## src/rtl/pkt_gen_csr_pkg.sv

```systemverilog
// pkt_gen_csr_pkg
// Shared definitions for the pkt_gen_csr register block: register-select
// encodings on amm_address_i[1:0], config field widths, and the sweep FSM
// state type.
package pkt_gen_csr_pkg;

  // Register select encodings (low two bits of the word address)
  localparam logic [1:0] REG_SIZE    = 2'd0;
  localparam logic [1:0] REG_TOKEN   = 2'd1;
  localparam logic [1:0] REG_FLOW_EN = 2'd2;
  localparam logic [1:0] REG_GLOBAL  = 2'd3;

  // Config field widths driven towards pkt_gen_top
  localparam int SIZE_W  = 16;
  localparam int TOKEN_W = 32;

  typedef enum logic {
    IDLE,
    SWEEP
  } csr_state_t;

endpackage

```

## src/rtl/pkt_gen_csr_sweep.sv

```systemverilog
// pkt_gen_csr_sweep
// Walks one enable value across every flow, one flow per cycle, after a
// GLOBAL register write. It produces a write request in the same cycle the
// request should be registered by the top, so the registered strobes land
// one cycle after the GLOBAL write and then once per cycle after that.
//
// Ports:
//   clk_i, rst_i  clock, synchronous active-high reset
//   start_i       GLOBAL write accepted this cycle
//   en_data_i     enable value to sweep (writedata[0] of the GLOBAL write)
//   req_o         request an enable write this cycle (registered by the top)
//   addr_o        flow index of the requested enable write
//   data_o        enable value of the requested enable write
//   busy_o        sweep in progress; drives amm_waitrequest_o
module pkt_gen_csr_sweep
  import pkt_gen_csr_pkg::*;
#(
  parameter int FLOW_CNT = 16,
  localparam int FLOW_CNT_WIDTH = (FLOW_CNT == 1) ? 1 : $clog2(FLOW_CNT)
) (
  input  logic                      clk_i,
  input  logic                      rst_i,
  input  logic                      start_i,
  input  logic                      en_data_i,
  output logic                      req_o,
  output logic [FLOW_CNT_WIDTH-1:0] addr_o,
  output logic                      data_o,
  output logic                      busy_o
);

  // One extra counter bit so FLOW_CNT itself is representable when
  // FLOW_CNT is a power of two.
  localparam logic [FLOW_CNT_WIDTH:0] CNT_END = (FLOW_CNT_WIDTH + 1)'(FLOW_CNT);
  localparam logic [FLOW_CNT_WIDTH:0] CNT_ONE = (FLOW_CNT_WIDTH + 1)'(1);

  csr_state_t              state_q, state_d;
  logic [FLOW_CNT_WIDTH:0] cnt_q, cnt_d;
  logic                    en_q, en_d;

  // Flow 0 is requested in the start cycle itself; cnt_q then holds the
  // next flow to request. Once every flow has been requested the FSM spends
  // one final SWEEP cycle (while the last strobe is on the outputs) and
  // returns to IDLE, so waitrequest covers exactly the strobe cycles.
  always_comb begin
    state_d = state_q;
    cnt_d   = cnt_q;
    en_d    = en_q;
    req_o   = 1'b0;
    addr_o  = cnt_q[FLOW_CNT_WIDTH-1:0];
    data_o  = en_q;
    case (state_q)
      IDLE: begin
        if (start_i) begin
          state_d = SWEEP;
          cnt_d   = CNT_ONE;
          en_d    = en_data_i;
          req_o   = 1'b1;
          addr_o  = '0;
          data_o  = en_data_i;
        end
      end
      SWEEP: begin
        if (cnt_q == CNT_END) begin
          state_d = IDLE;
          cnt_d   = '0;
        end else begin
          req_o = 1'b1;
          cnt_d = cnt_q + CNT_ONE;
        end
      end
      default: state_d = IDLE;
    endcase
  end

  assign busy_o = (state_q == SWEEP);

  always_ff @(posedge clk_i) begin
    if (rst_i) begin
      state_q <= IDLE;
      cnt_q   <= '0;
      en_q    <= 1'b0;
    end else begin
      state_q <= state_d;
      cnt_q   <= cnt_d;
      en_q    <= en_d;
    end
  end

endmodule

```

## src/rtl/pkt_gen_csr.sv

```systemverilog
// pkt_gen_csr
// Avalon-MM slave holding the per-flow configuration of pkt_gen_top.
// Host writes become one-cycle write strobes on the size, token and
// flow-enable config ports; shadow copies give host readback. A GLOBAL
// write sweeps one enable value across all flows via pkt_gen_csr_sweep.
//
// Ports:
//   clk_i, rst_i          clock, synchronous active-high reset
//   amm_*                 Avalon-MM slave; address[1:0] = register select,
//                         address[ADDR_W-1:2] = flow index
//   wr_size_*_o           size config port (addr, data, strobe)
//   wr_token_*_o          token config port (addr, data, strobe)
//   wr_flow_en_*_o        flow enable config port (addr, data, strobe)
module pkt_gen_csr
  import pkt_gen_csr_pkg::*;
#(
  parameter int FLOW_CNT = 16,
  localparam int FLOW_CNT_WIDTH = (FLOW_CNT == 1) ? 1 : $clog2(FLOW_CNT),
  localparam int ADDR_W = FLOW_CNT_WIDTH + 2
) (
  input  logic                      clk_i,
  input  logic                      rst_i,
  input  logic [ADDR_W-1:0]         amm_address_i,
  input  logic                      amm_write_i,
  input  logic [31:0]               amm_writedata_i,
  input  logic                      amm_read_i,
  output logic [31:0]               amm_readdata_o,
  output logic                      amm_readdatavalid_o,
  output logic                      amm_waitrequest_o,
  output logic [FLOW_CNT_WIDTH-1:0] wr_size_addr_o,
  output logic [SIZE_W-1:0]         wr_size_data_o,
  output logic                      wr_size_wr_en_o,
  output logic [FLOW_CNT_WIDTH-1:0] wr_token_addr_o,
  output logic [TOKEN_W-1:0]        wr_token_data_o,
  output logic                      wr_token_wr_en_o,
  output logic [FLOW_CNT_WIDTH-1:0] wr_flow_en_addr_o,
  output logic                      wr_flow_en_data_o,
  output logic                      wr_flow_en_wr_en_o
);

  logic [1:0]                reg_sel;
  logic [FLOW_CNT_WIDTH-1:0] flow_idx;
  logic                      idx_ok;
  logic                      wr_acc;
  logic                      rd_acc;
  logic                      size_wr;
  logic                      token_wr;
  logic                      fe_host_wr;
  logic                      sweep_start;
  logic                      sweep_req;
  logic [FLOW_CNT_WIDTH-1:0] sweep_addr;
  logic                      sweep_data;
  logic                      sweep_busy;

  logic [FLOW_CNT_WIDTH-1:0] size_addr_q, size_addr_d;
  logic [SIZE_W-1:0]         size_data_q, size_data_d;
  logic                      size_wr_en_q, size_wr_en_d;
  logic [FLOW_CNT_WIDTH-1:0] token_addr_q, token_addr_d;
  logic [TOKEN_W-1:0]        token_data_q, token_data_d;
  logic                      token_wr_en_q, token_wr_en_d;
  logic [FLOW_CNT_WIDTH-1:0] fe_addr_q, fe_addr_d;
  logic                      fe_data_q, fe_data_d;
  logic                      fe_wr_en_q, fe_wr_en_d;
  logic [SIZE_W-1:0]         size_shadow_q [FLOW_CNT];
  logic [SIZE_W-1:0]         size_shadow_d [FLOW_CNT];
  logic [TOKEN_W-1:0]        token_shadow_q [FLOW_CNT];
  logic [TOKEN_W-1:0]        token_shadow_d [FLOW_CNT];
  logic [FLOW_CNT-1:0]       en_shadow_q, en_shadow_d;
  logic [31:0]               rd_data_q, rd_data_d;
  logic                      rd_valid_q, rd_valid_d;

  assign reg_sel  = amm_address_i[1:0];
  assign flow_idx = amm_address_i[ADDR_W-1:2];

  // Flow indices beyond FLOW_CNT only exist when FLOW_CNT is not a power
  // of two; otherwise every index the address can carry is a real flow.
  if (FLOW_CNT == (1 << FLOW_CNT_WIDTH)) begin : g_idx_full
    assign idx_ok = 1'b1;
  end else begin : g_idx_check
    assign idx_ok = (flow_idx < FLOW_CNT_WIDTH'(FLOW_CNT));
  end

  // Waitrequest blocks all host accesses during a sweep, which is also what
  // keeps the sweep and the host FLOW_EN path from colliding.
  assign wr_acc      = amm_write_i & ~sweep_busy;
  assign rd_acc      = amm_read_i & ~amm_write_i & ~sweep_busy;
  assign size_wr     = wr_acc && (reg_sel == REG_SIZE) && idx_ok;
  assign token_wr    = wr_acc && (reg_sel == REG_TOKEN) && idx_ok;
  assign fe_host_wr  = wr_acc && (reg_sel == REG_FLOW_EN) && idx_ok;
  assign sweep_start = wr_acc && (reg_sel == REG_GLOBAL);

  pkt_gen_csr_sweep #(
    .FLOW_CNT (FLOW_CNT)
  ) u_sweep (
    .clk_i     (clk_i),
    .rst_i     (rst_i),
    .start_i   (sweep_start),
    .en_data_i (amm_writedata_i[0]),
    .req_o     (sweep_req),
    .addr_o    (sweep_addr),
    .data_o    (sweep_data),
    .busy_o    (sweep_busy)
  );

  // Config port registers and shadows. Addr/data hold between writes; the
  // strobe is a single-cycle pulse. The shadow is written at the same edge
  // the strobe goes out, so a read in the following cycle sees the new value.
  always_comb begin
    size_addr_d    = size_addr_q;
    size_data_d    = size_data_q;
    size_wr_en_d   = size_wr;
    token_addr_d   = token_addr_q;
    token_data_d   = token_data_q;
    token_wr_en_d  = token_wr;
    fe_addr_d      = fe_addr_q;
    fe_data_d      = fe_data_q;
    fe_wr_en_d     = fe_host_wr | sweep_req;
    size_shadow_d  = size_shadow_q;
    token_shadow_d = token_shadow_q;
    en_shadow_d    = en_shadow_q;
    if (size_wr) begin
      size_addr_d             = flow_idx;
      size_data_d             = amm_writedata_i[SIZE_W-1:0];
      size_shadow_d[flow_idx] = amm_writedata_i[SIZE_W-1:0];
    end
    if (token_wr) begin
      token_addr_d             = flow_idx;
      token_data_d             = amm_writedata_i[TOKEN_W-1:0];
      token_shadow_d[flow_idx] = amm_writedata_i[TOKEN_W-1:0];
    end
    if (sweep_req) begin
      fe_addr_d               = sweep_addr;
      fe_data_d               = sweep_data;
      en_shadow_d[sweep_addr] = sweep_data;
    end else if (fe_host_wr) begin
      fe_addr_d             = flow_idx;
      fe_data_d             = amm_writedata_i[0];
      en_shadow_d[flow_idx] = amm_writedata_i[0];
    end
  end

  // Read path: one-cycle latency from the shadows. Out-of-range flows read
  // as zero but still return readdatavalid.
  always_comb begin
    rd_valid_d = rd_acc;
    rd_data_d  = '0;
    if (rd_acc) begin
      case (reg_sel)
        REG_SIZE:
          if (idx_ok) rd_data_d = {{(32 - SIZE_W){1'b0}}, size_shadow_q[flow_idx]};
        REG_TOKEN:
          if (idx_ok) rd_data_d = token_shadow_q[flow_idx];
        REG_FLOW_EN:
          if (idx_ok) rd_data_d = {31'h0, en_shadow_q[flow_idx]};
        default:
          rd_data_d = {sweep_busy, 7'h0, 8'(FLOW_CNT - 1), 16'h0};
      endcase
    end
  end

  always_ff @(posedge clk_i) begin
    if (rst_i) begin
      size_addr_q    <= '0;
      size_data_q    <= '0;
      size_wr_en_q   <= 1'b0;
      token_addr_q   <= '0;
      token_data_q   <= '0;
      token_wr_en_q  <= 1'b0;
      fe_addr_q      <= '0;
      fe_data_q      <= 1'b0;
      fe_wr_en_q     <= 1'b0;
      size_shadow_q  <= '{default: '0};
      token_shadow_q <= '{default: '0};
      en_shadow_q    <= '0;
      rd_data_q      <= '0;
      rd_valid_q     <= 1'b0;
    end else begin
      size_addr_q    <= size_addr_d;
      size_data_q    <= size_data_d;
      size_wr_en_q   <= size_wr_en_d;
      token_addr_q   <= token_addr_d;
      token_data_q   <= token_data_d;
      token_wr_en_q  <= token_wr_en_d;
      fe_addr_q      <= fe_addr_d;
      fe_data_q      <= fe_data_d;
      fe_wr_en_q     <= fe_wr_en_d;
      size_shadow_q  <= size_shadow_d;
      token_shadow_q <= token_shadow_d;
      en_shadow_q    <= en_shadow_d;
      rd_data_q      <= rd_data_d;
      rd_valid_q     <= rd_valid_d;
    end
  end

  assign amm_readdata_o      = rd_data_q;
  assign amm_readdatavalid_o = rd_valid_q;
  assign amm_waitrequest_o   = sweep_busy;
  assign wr_size_addr_o      = size_addr_q;
  assign wr_size_data_o      = size_data_q;
  assign wr_size_wr_en_o     = size_wr_en_q;
  assign wr_token_addr_o     = token_addr_q;
  assign wr_token_data_o     = token_data_q;
  assign wr_token_wr_en_o    = token_wr_en_q;
  assign wr_flow_en_addr_o   = fe_addr_q;
  assign wr_flow_en_data_o   = fe_data_q;
  assign wr_flow_en_wr_en_o  = fe_wr_en_q;

endmodule

```

## config.mk

```make
export PLATFORM = sky130hd
export DESIGN_NAME = pkt_gen_csr
export DESIGN_NICKNAME = d
export VERILOG_FILES = /design/src/rtl/pkt_gen_csr_pkg.sv /design/src/rtl/pkt_gen_csr_sweep.sv /design/src/rtl/pkt_gen_csr.sv
export SDC_FILE = /design/constraint.sdc
export NUM_CORES = 2
export LEC_CHECK = 0
export CORE_UTILIZATION = 35
export CTS_CLUSTER_SIZE = 14
export DETAILED_ROUTE_END_ITERATION = 8
export PLACE_DENSITY = 0.57
export SYNTH_ARGS = -nofsm -noshare
export SYNTH_HDL_FRONTEND = slang
export SYNTH_SLANG_ARGS = --single-unit
```

## constraint.sdc

```tcl
create_clock -name clk_i -period 3.41 [get_ports clk_i]
set_input_delay 0.5115 -clock clk_i [delete_from_list [all_inputs] [get_ports clk_i]]
set_output_delay 0.5115 -clock clk_i [all_outputs]
set_load 0.02 [all_outputs]
```

Word-level counts from Yosys, hierarchy flattened
Index checks and enable logic that the tools add are counted.
{ "word_totals": {"register_bits": 888, "output_inout_bits": 98, "wordCells": 114} }
{ "op_classes": {"addsub": 1, "order_cmp": 6, "eq_ne": 5, "mux": 37, "bitwise": 8, "reduce_logical": 10} }
{ "ops": {"columns": ["operator", "n"], "rows": [
  ["$bwmux 512", 1],
  ["$bwmux 256", 1],
  ["$bmux 32 s4", 1],
  ["$demux 32 s4", 1],
  ["$mux 32", 3],
  ["$pmux 32 s3", 1],
  ["$mux 16", 5],
  ["$bmux 16 s4", 1],
  ["$demux 16 s4", 1],
  ["$bwmux 16", 2],
  ["$mux 4", 4],
  ["$lt 4x5->1 const B", 2],
  ["$mux 5", 2],
  ["$pmux 5 s2", 1],
  ["$mux 1", 9],
  ["$demux 1 s4", 2],
  ["$ge 4x1->1 const B", 2],
  ["$logic_and 1x1->1", 7],
  ["$add 5x1->5 const B", 1],
  ["$eq 5x5->1 const B", 1],
  ["$ge 5x5->1 const B", 1],
  ["$lt 5x1->1 const B", 1],
  ["$not 4->5", 1],
  ["$bmux 1 s4", 1],
  ["10 further kinds", 15]
]} }

Longest topological paths before layout
{ "logic_depth": {"ltp_word": 11, "mapped_depth": 10, "mapped_depth_nobuf": 6} }

Modules after synthesis
Synthesis repeated with hierarchy kept, for this count alone.
{ "unflattened": {"cells_unflattened": 4385, "hier_area_um2": 37453.4} }
{ "modules_own_cells": {"columns": ["module", "n_inst", "cells_each", "area_per_inst_um2", "seq_area_each_um2"], "rows": [
  ["pkt_gen_csr", 1, 4341, 37056.8, 17636.9],
  ["pkt_gen_csr_sweep", 1, 44, 396.6, 140.1]
]} }

Least setup slack after synthesis
No wires, ideal clock.
{ "synth_path": {"path_type": "input -> register", "from": "input port amm_address_i[3]", "to": "register rd_data_q[1] (netlist: amm_readdata_o[1])", "setup_time_ns": 0.117, "arrival_time_ns": 2.340, "required_time_ns": 3.293, "setup_slack_ns": 0.952, "stages": 7, "path_cell_list": "buf_2 buf_6 buf_4 clkbuf_1 mux4_2 mux4_2 a32o_1"} }
{ "synth_between": {"elab_chain_cells": 5} }
{ "synth_rtl": {"columns": ["element", "line_no", "rtl"], "rows": [
  ["start: declaration", "pkt_gen_csr.sv:23", "input logic [ADDR_W-1:0] amm_address_i,"],
  ["$not 4->5 (not written as such) *", "pkt_gen_csr.sv:150, pkt_gen_csr.sv:152", null],
  ["$bmux 32 s4 or $bmux 16 s4 (tied branches)", "pkt_gen_csr.sv:152, pkt_gen_csr.sv:150", null],
  ["$mux 32 (not written as such) or $mux 16 (tied branches) (2 in a row)", "pkt_gen_csr.sv:152, pkt_gen_csr.sv:150", null],
  ["$pmux 32 s3 *", "pkt_gen_csr.sv:148", "case (reg_sel)"],
  ["end signal: assignment", "pkt_gen_csr.sv:190", "rd_data_q <= rd_data_d;"],
  ["end: declaration", "pkt_gen_csr.sv:69", "logic [31:0] rd_data_q, rd_data_d;"]
]} }
Mark *: on every way between the ends. The rest lies on a longest branch, timed or not. The select of a mux whose other input is x is not followed.
A chain may end at the register's enable or synchronous reset.

Final worst setup path
{ "layout_path": {"from": "register u_sweep.cnt_q[1]", "to": "register en_shadow_q[11]"} }
{ "layout_between": {"elab_chain_cells": 8} }
{ "layout_rtl": {"columns": ["element", "line_no", "rtl"], "rows": [
  ["start: declaration", "pkt_gen_csr_sweep.sv:37", "logic [FLOW_CNT_WIDTH:0] cnt_q, cnt_d;"],
  ["start signal: assignment", "pkt_gen_csr_sweep.sv:84", "cnt_q <= cnt_d;"],
  ["$mux 4", "pkt_gen_csr_sweep.sv:53", "if (start_i) begin"],
  ["$mux 4", "pkt_gen_csr_sweep.sv:51", "case (state_q)"],
  ["$lt 4x5->1 (not written as such) or $ge 4x1->1 (tied branches)", "pkt_gen_csr.sv:134", "en_shadow_d[sweep_addr] = sweep_data;"],
  ["$logic_and 1x1->1 (not written as such)", "pkt_gen_csr.sv:134", null],
  ["$mux 1 (not written as such)", "pkt_gen_csr.sv:134", null],
  ["$demux 1 s4", "pkt_gen_csr.sv:134", null],
  ["$bwmux 16", "pkt_gen_csr.sv:134", null],
  ["$mux 16", "pkt_gen_csr.sv:131", "if (sweep_req) begin"],
  ["end signal: assignment", "pkt_gen_csr.sv:189", "en_shadow_q <= en_shadow_d;"],
  ["end: declaration", "pkt_gen_csr.sv:68", "logic [FLOW_CNT-1:0] en_shadow_q, en_shadow_d;"]
]} }
Several ways; a longest one is shown, not always the timed one.

==> flow_metrics.tcl <==
set metrics [dict create \
    cts-root-buf "clkbuf_16" \
    yosysSeqAreaShare_pct 47.4 \
    failed_checks "design-rule violations" \
    worstPathArrival_ps 3370 \
    worst_pin_slew_ps 1080 \
    gp_congestion 0.871 \
    yosysUniqueCellTypes 63 \
    die_height_um 329 \
    drt-total-wl_mm 131 \
    htree_levels 3 \
    dr.first_iter.drc_count 3335 \
    clk_pin_slew_ps 60 \
    switchingPower_mw 5.25 \
    grt_pass1_vias 29400 \
    vdd_drop_max_v 0.000428 \
    syn_nets 4402 \
    final_cells 5757 \
    setup_viol 0 \
    vias_per_cell 5.49 \
    critPathLaunchType "flop" \
    netlist_instances 4358 \
    synth_top_area_cell "dfxtp_1" \
    clkLatencyLatePin_ps 670 \
    p_seq_share_pct 47.0 \
    portBuffers 139 \
    wl_per_cell_um 22.8 \
    dp_cells 5589 \
    cts_max_path_buffers 3 \
    fin_skew_ps 25.6 \
    hold_class "in -> reg" \
    fin_crit_ps 2780 \
    max_freq_ghz 0.359 \
    ys_top_cells_by_count "1690 x nand2_1, 888 x dfxtp_1, 833 x a21oi_1" \
    initial_core_util_pct 35.5 \
    switching_share_pct 23.5 \
    rows 119 \
    synth_top_area_share_pct 47.4 \
    crit_type "reg -> reg" \
    endpoint_kind "flop" \
    drc_errors 7 \
    synthFlopType "dfxtp_1" \
    synth_area_leaders "dfxtp_1 47%, nand2_1 17%, mux4_2 15%" \
    die_w_um 329 \
    yosysMostFrequentCell "nand2_1" \
    fillers 10500 \
    synth-seq-cells 888 \
    cts.sinks 888 \
    drv_slew 0 \
    cts_tree "yes" \
    fin_nets 4338 \
    pwr-share-clk_pct 47.3 \
    ys_warn_count 0 \
    leakagePower_nw 13.7 \
    via_count 31600 \
    cap_viol_max_count 0 \
    io_pins 140 \
    antenna_found_initial 2 \
    tns_ps 0 \
    syn-cell-area_mm2 0.0375 \
    hold_viol 0 \
    p_per_area_mw_per_mm2 513 \
    rsz0062_at_grt "no" \
    path_max_fanout 14 \
    cts_resized 0 \
    drive_gt1_share_pct 13.7 \
    die_area_mm2 0.109 \
    max_slew_margin_pct 27.8 \
    overflow 0 \
    areaGrowthSynthToFinish_pct 15.8 \
    p_int_mw 17.0 \
    worstPathRequired_ps 3990 \
    cts_buffers 94 \
    grt_max_degree 219 \
    status "finished, violations left" \
    synth-edff-count 0 \
    hold_buffers 0 \
    post-route-period-util_pct 81.6 \
    post_cts_buffers 0 \
    syn-mean-instance-area_um2 8.61 \
    combPwrFrac_pct 5.6 \
    async_flop_share_pct 0 \
    hpwl_mm 71.3 \
    track_usage_pct 23.7 \
    num_antenna_cells 0 \
    grt_pass1_wl_mm 194 \
    core_area_mm2 0.106 \
    ant_nets 0 \
    firstDrtPassIters 7 \
]
==> layout make-up <==
class | count | area, µm² | area share (%)
inverters | 12 | 45.0 | 0.104
well taps | 1391 | 1740 | 4.00
flip-flops and latches | 888 | 17800 | 40.9
multi-input cells | 3024 | 18000 | 41.5
repair buffers | 274 | 2700 | 6.21
clock inverters | 28 | 327 | 0.751
clock buffers | 140 | 2850 | 6.56
==> worst paths after layout <==
| kind | start | endpoint | slack, ps | cells after the start |
|---|---|---|---|---|
| worst min-delay path | rst_i | wr_token_data_o[25] | 250 | 2 |
| worst max-delay path | u_sweep.cnt_q[1] | en_shadow_q[11] | 630 | 6 |
| worst max register to register | u_sweep.cnt_q[1] | en_shadow_q[11] | 630 | 6 |
| worst min register to register | token_shadow_q[406] | token_shadow_q[406] | 450 | 2 |
==> state kept, by name, indices dropped and copies added (netlist names) <==
| signal | cells |
|---|---|
| token_shadow_q | 512 |
| size_shadow_q | 256 |
| amm_readdata_o | 32 |
| wr_token_data_o | 32 |
| en_shadow_q | 16 |
| wr_size_data_o | 16 |
| u_sweep.cnt_q | 5 |
| wr_flow_en_addr_o | 4 |
| wr_size_addr_o | 4 |
| wr_token_addr_o | 4 |
| amm_readdatavalid_o | 1 |
| u_sweep.busy_o | 1 |
| u_sweep.en_q | 1 |
| wr_flow_en_data_o | 1 |
| wr_flow_en_wr_en_o | 1 |
| wr_size_wr_en_o | 1 |
| wr_token_wr_en_o | 1 |
==> metal layers <==
metal | vias to the layer above | part of all wire (%) | track usage [%]
li1 | 14600 | - | -
met1 | 15600 | 43 | 32.5
met2 | 1250 | 47 | 38.4
met3 | 208 | 7.2 | 3.56
met4 | 2 | 2.7 | 7.09
met5 | - | 0.0053 | 0
==> per-stage QoR <==
| stage | worst slack, ps | hold slack [ps] | util, % | area [µm²] | power (mW) |
|---|---|---|---|---|---|
| global route | 473 | 258 | 41.1 | 43500 | 22.9 |
| global placement | 408 | 438 | 38.1 | 40300 | 12.0 |
| CTS | 700 | 231 | 41.1 | 43500 | 22.4 |
| detailed placement | 413 | 443 | 38.1 | 40300 | 12.0 |
| finish | 627 | 253 | 41.1 | 43500 | 22.3 |
| floorplan | 952 | 431 | - | 37500 | 11.5 |
==> cells by family after synthesis <==
family,Yosys count,synth area share (%)
AOI/OAI and AO/OA,916,13.0
adders and majority gates,2,0.0667
buffers and inverters,446,5.04
DFF,888,47.4
muxes,246,14.6
and+or+nand+nor,1860,19.9
==> cells in the final DEF (no fill, tap or decap), types with 15 or more instances in the layout <==
cell type / Yosys / final
nor2_1: 54 / 43
clkbuf_8: 0 / 26
clkdlybuf4s50_1: 0 / 133
buf_12: 0 / 23
nand2_1: 1690 / 1678
clkbuf_16: 0 / 97
a32o_1: 15 / 15
buf_4: 9 / 114
nor2_4: 5 / 16
dfxtp_1: 888 / 888
a21oi_1: 833 / 833
clkbuf_1: 325 / 17
mux4_2: 242 / 242
and2_1: 17 / 16
==> power by group through the flow <==
stage / clock [mW] / combinational (mW) / sequential, mW
floorplan: 0 / 0.750 / 10.7
global placement: 0 / 1.25 / 10.7
detailed placement: 0 / 1.25 / 10.7
CTS: 10.7 / 1.25 / 10.5
global route: 11.1 / 1.32 / 10.5
finish: 10.6 / 1.26 / 10.5
==> critical path: stages (launching register included) <==
cell      delay [ps]
dfxtp_1          480
inv_1            180
ha_1             200
nor4bb_1         800
nor2_1           400
o32a_1           420
a211oi_1         210
Power figures use the tool's default switching activity.
